`config.mk`:
```
export PLATFORM = sky130hd
export DESIGN_NAME = player_y_tracker
export DESIGN_NICKNAME = d
export VERILOG_FILES = /design/src/rtl/player_y_tracker.sv
export SDC_FILE = /design/constraint.sdc
export NUM_CORES = 1
export LEC_CHECK = 0
export ABC_AREA = 1
export CAP_MARGIN = 40
export CELL_PAD_IN_SITES_DETAIL_PLACEMENT = 1
export CELL_PAD_IN_SITES_GLOBAL_PLACEMENT = 1
export CORE_MARGIN = 5
export CORE_UTILIZATION = 44
export DETAILED_ROUTE_END_ITERATION = 8
export DONT_BUFFER_PORTS = 1
export PLACE_DENSITY = 0.75
export SYNTH_ARGS = -nofsm -noshare
export SYNTH_HDL_FRONTEND = slang
export SYNTH_SLANG_ARGS = --single-unit
```
`constraint.sdc`:
```
create_clock -name clk -period 3.4 [get_ports clk]
set_input_delay 0.51 -clock clk [delete_from_list [all_inputs] [get_ports clk]]
set_output_delay 0.51 -clock clk [all_outputs]
set_load 0.01 [all_outputs]
```
`src/rtl/player_y_tracker.sv`:
```
// Player vertical-position integrator: applies the per-frame signed motion with
// floor/ceiling clamping, tracks GROUND/AIR, and stretches grounded jump presses.
module player_y_tracker #(
    parameter int unsigned Y_GROUND  = 400,
    parameter int unsigned Y_MIN     = 0,
    parameter int unsigned JUMP_HOLD = 8
) (
    input  logic       clk,
    input  logic       Reset,
    input  logic       frame_tick,
    input  logic [9:0] y_motion,
    input  logic       jump_key,
    output logic       jump_out,
    output logic [9:0] ball_y_pos,
    output logic       on_ground,
    output logic       landed,
    output logic [7:0] air_frames
);

    localparam int unsigned CW = $clog2(JUMP_HOLD + 1);
    localparam logic signed [11:0] GND_S = 12'(Y_GROUND);
    localparam logic signed [11:0] MIN_S = 12'(Y_MIN);

    typedef enum logic {GROUND, AIR} state_t;

    state_t          state_q;
    logic [9:0]      pos_q, pos_d;
    logic            on_ground_q, landed_q, jump_out_q, key_q;
    logic [7:0]      air_q;
    logic [CW-1:0]   cnt_q;
    logic signed [11:0] next_sum;
    logic            hit_floor, hit_ceil, key_rise, ack;

    // 12-bit signed sum leaves headroom for any legal motion, so no wrap is possible
    assign next_sum  = signed'({2'b00, pos_q}) + signed'({{2{y_motion[9]}}, y_motion});
    assign hit_floor = (next_sum >= GND_S);
    assign hit_ceil  = (next_sum <= MIN_S);
    assign key_rise  = jump_key && !key_q;
    assign ack       = (y_motion != '0);

    always_comb begin
        pos_d = next_sum[9:0];
        if (hit_floor) begin
            pos_d = 10'(Y_GROUND);
        end else if (hit_ceil) begin
            pos_d = 10'(Y_MIN);
        end
    end

    always_ff @(posedge clk) begin
        if (Reset) begin
            state_q     <= GROUND;
            pos_q       <= 10'(Y_GROUND);
            on_ground_q <= 1'b1;
            landed_q    <= 1'b0;
            jump_out_q  <= 1'b0;
            key_q       <= 1'b0;
            air_q       <= '0;
            cnt_q       <= '0;
        end else begin
            key_q    <= jump_key;
            landed_q <= 1'b0;

            if (jump_out_q) begin
                cnt_q <= cnt_q + CW'(1);
                if (ack || (cnt_q == CW'(JUMP_HOLD - 1))) begin
                    jump_out_q <= 1'b0;
                end
            end else if (key_rise && (state_q == GROUND)) begin
                jump_out_q <= 1'b1;
                cnt_q      <= '0;
            end

            // Position/state update comes last so a take-off overrides a same-cycle jump set
            if (frame_tick) begin
                pos_q <= pos_d;
                case (state_q)
                    GROUND: begin
                        if (!hit_floor) begin
                            state_q     <= AIR;
                            on_ground_q <= 1'b0;
                            air_q       <= 8'd1;
                            jump_out_q  <= 1'b0;
                        end
                    end
                    AIR: begin
                        if (hit_floor) begin
                            state_q     <= GROUND;
                            on_ground_q <= 1'b1;
                            landed_q    <= 1'b1;
                        end else if (air_q != '1) begin
                            air_q <= air_q + 8'd1;
                        end
                    end
                    default: state_q <= GROUND;
                endcase
            end
        end
    end

    assign jump_out   = jump_out_q;
    assign ball_y_pos = pos_q;
    assign on_ground  = on_ground_q;
    assign landed     = landed_q;
    assign air_frames = air_q;

endmodule
```
==> flow_summary.yaml <==
outcome:
  outcome: "finished, final reports clean"
sta:
  drv_slew: 0
  timing_worst_slew_pin_value_ns: 0.457
  hold-worst-slack_ns: 0.298
  finalWorstPathRequiredPeriod_ns: 3.11
  clock.fmax_mhz: 321
  worst_slew_margin_rel: 0.692
  report.final.hold_viol_count: 0
  finalSetupTns_ns: 0
  finClkSkew_ns: 0.00296
  post-route-period-util: 0.915
  setup_ws_ns: 0.288
  finalSetupViolations: 0
  grt_setup_unrepaired: "no"
yosys:
  postSynthNetCount: 337
  postSynthRegisterBits: 27
  synth_top_cells_by_count: "nand2_1 (77), inv_1 (52), nor2_1 (47), dfxtp_1 (27), nand3_1 (24)"
  synth_flop_cell: "dfxtp_1"
  syn-mean-instance-area_um2: 6.43
  ys.warnings.count: 0
  synth.top_cells.by_area: "dfxtp_1 (27%), nand2_1 (15%), inv_1 (9.9%)"
  synthesis.area_um2: 1970
  asyncSetResetFlopFracSynth: 0
  synth_sequential_area_ratio: 0.274
  count_leader_synth: "nand2_1"
  synthDominantAreaCellType: "dfxtp_1"
  synth_edf_count: 0
  syn_inst: 307
  synth_top_cell_area_share: 0.274
  synth_cell_types: 28
clock_network:
  tritoncts: "built"
  cts_sinks: 27
  numCtsBuffers: 3
  post_cts_resize_count: 0
  ctsLongestPathBuffers: 2
  htree_levels: 1
  cts_setup_buffers: 0
  clk_pin_slew_ns: 0.09
  clk-insertion-delay-late_ns: 0.27
  cts_root_buf: "clkbuf_8"
  postCtsHoldBufs: 0
setup_path:
  critical-path-top-cell-by-count: "nand2_1"
  critical_path.max_fanout: 4
  r2r_slack_ns: 0.29
  crit_required_ns: 3.59
  worst_r2r_startpoint: "ball_y_pos[0]$_SDFFE_PP0P_"
  critical-path-top-delay-family: "simple AND/OR/NAND/NOR gates"
  max_stage_delay_ns: 0.38
  worst_path_max_delay_cell: "fa_2"
  timing_worst_setup_path_type: "flip-flop to flip-flop"
  arrival_ns: 3.30
  startpoint_type: "flip-flop"
  buffers_and_inverters_on_the_worst_path: 1
  critical_path_cell_count: 19
  crit_path_cell_trace: "ha_1, fa_2, nand2_1, nand2_2, nand2_1, xor2_1, nand3_2, nand2_1, nand3_2, nand2_4, inv_1, ha_1, nor3_4, nand2_2, nor2_2, nand3_1, nor2_1, nor2_1, nor3b_1"
  worstSetupEndpointType: "flip-flop"
  timing.reg2reg.worst_path_depth: 19
  regToRegEndpoint: "air_frames[7]$_SDFFE_PP0P_"
place:
  post-place-ws_ns: 0.0246
  gpl.final_weighted_congestion: 0.814
  placed_cells: 359
  post-dp-hpwl_mm: 4.42
  numPortBuffers: 0
min_path:
  worst_hold_path.num_cells: 1
  min_delay_worst_endpoint: "ball_y_pos[6]$_SDFFE_PP0P_"
  hold_path.class: "input port to flip-flop"
  worstHoldStart: "Reset"
pwr:
  pwr-share-seq: 0.476
  finalPower_uw: 743
  netSwitchingFraction: 0.343
  power.static_leakage_uw: 0.00100
  p_comb_frac: 0.285
  power_density_nw_per_um2: 355
  clock_power_share: 0.240
  intPower_uw: 488
  irDropWorstVdd_v: 0.000264
  power.switching_uw: 255
detailed_routing:
  drtPass1Iterations: 4
  num_vias: 1903
  drt-initial-drc-count: 60
  postRouteWirelength_mm: 5.26
  route.detailed.vias_per_inst: 5.24
  routedWlPerCell_um: 14.5
  drt.antenna.violating_nets: 0
  route.detailed.drc: 0
finish:
  area_growth_pct: 5.89
  final_cells: 363
  final_nets: 342
  antennaDiodeCount: 0
  final.fill_count: 608
  final_layout_size_suffix_gt1_frac: 0.0900
global_route:
  number_of_antenna_violations_at_the_first_check_in_global_routing: 0
  grt_remaining_overflow: 0
  grt_pass1_wl_mm: 8.89
  first_global_vias: 1865
  grt_max_degree: 16
  grtUsageTotal: 0.180
floorplan:
  floorplan.io_pins: 35
  design.core.area_um2: 4350
  placement_rows: 24
  floorplan.die_area_um2: 5930
  die_w_um: 77.0
  start_util: 0.453
  die_h_um: 77.0
flow_run:
  maxCapViolations: 0
[cells by family after synthesis]
group	after synthesis	share of synthesized area
and+or+nand+nor	180	0.420
adders and majority gates	16	0.105
AOI/OAI and AO/OA	26	0.0760
DFF	27	0.274
xor gates and xnor gates	3	0.0133
buffers and inverters	55	0.112
[final cells by class]
type / count / area [um^2] / area share
multi-input cells: 225 / 1230 / 0.586
flip-flops and latches: 27 / 541 / 0.259
inverters: 53 / 199 / 0.0952
well taps: 52 / 65.1 / 0.0311
clock buffers: 4 / 45.0 / 0.0215
repair buffers: 2 / 15.0 / 0.00718
[registers in the layout, indices dropped and copies added, names as in the netlist]
| register | flops |
|---|---|
| air_frames | 8 |
| ball_y_pos | 10 |
| cnt_q | 4 |
| jump_out | 1 |
| key_q | 1 |
| landed | 1 |
| on_ground | 1 |
| state_q | 1 |
[per-stage QoR]
step,utilization,area (um^2)
floorplan,-,1970
global placement,0.467,2030
detailed placement,0.467,2030
CTS,0.477,2080
global route,0.480,2090
finish,0.480,2090
[worst max-delay path by stage]
stage,startpoint,end
floorplan,y_motion[0],air_frames[7]$_SDFFE_PP0P_
global placement,y_motion[0],air_frames[7]$_SDFFE_PP0P_
detailed placement,y_motion[0],air_frames[7]$_SDFFE_PP0P_
CTS,ball_y_pos[0]$_SDFFE_PP0P_,air_frames[7]$_SDFFE_PP0P_
global route,ball_y_pos[0]$_SDFFE_PP0P_,air_frames[7]$_SDFFE_PP0P_
finish,ball_y_pos[0]$_SDFFE_PP0P_,air_frames[7]$_SDFFE_PP0P_
[power groups by stage]
stage | clock (uW) | combinational [uW] | sequential (uW)
3_5_place_dp | 0 | 208 | 361
4_1_cts | 188 | 210 | 354
3_3_place_gp | 0 | 202 | 361
2_1_floorplan | 0 | 168 | 355
6_report | 178 | 211 | 354
5_1_grt | 206 | 242 | 356
[routing by layer]
metal | wire length (um) | vias up | GRT usage
li1 | - | 978 | -
met1 | 2510 | 877 | 0.249
met2 | 2310 | 42 | 0.283
met3 | 407 | 6 | 0.0585
met4 | 39 | 0 | 0.0223
met5 | 0 | - | 0
[cells in the final DEF (no fill, tap or decap), drive strengths merged, types with 2 or more instances in the layout]
cell    count
nand2      88
inv        53
nor2       48
nand3      30
dfxtp      27
ha         15
a21oi      14
nor4        4
nor3        4
clkbuf      4
o21bai      3
a211oi      3
o21ai       3
nand4       2
nand3b      2
xor2        2
nor3b       2
buf         2
Power figures use the tool's default switching activity.
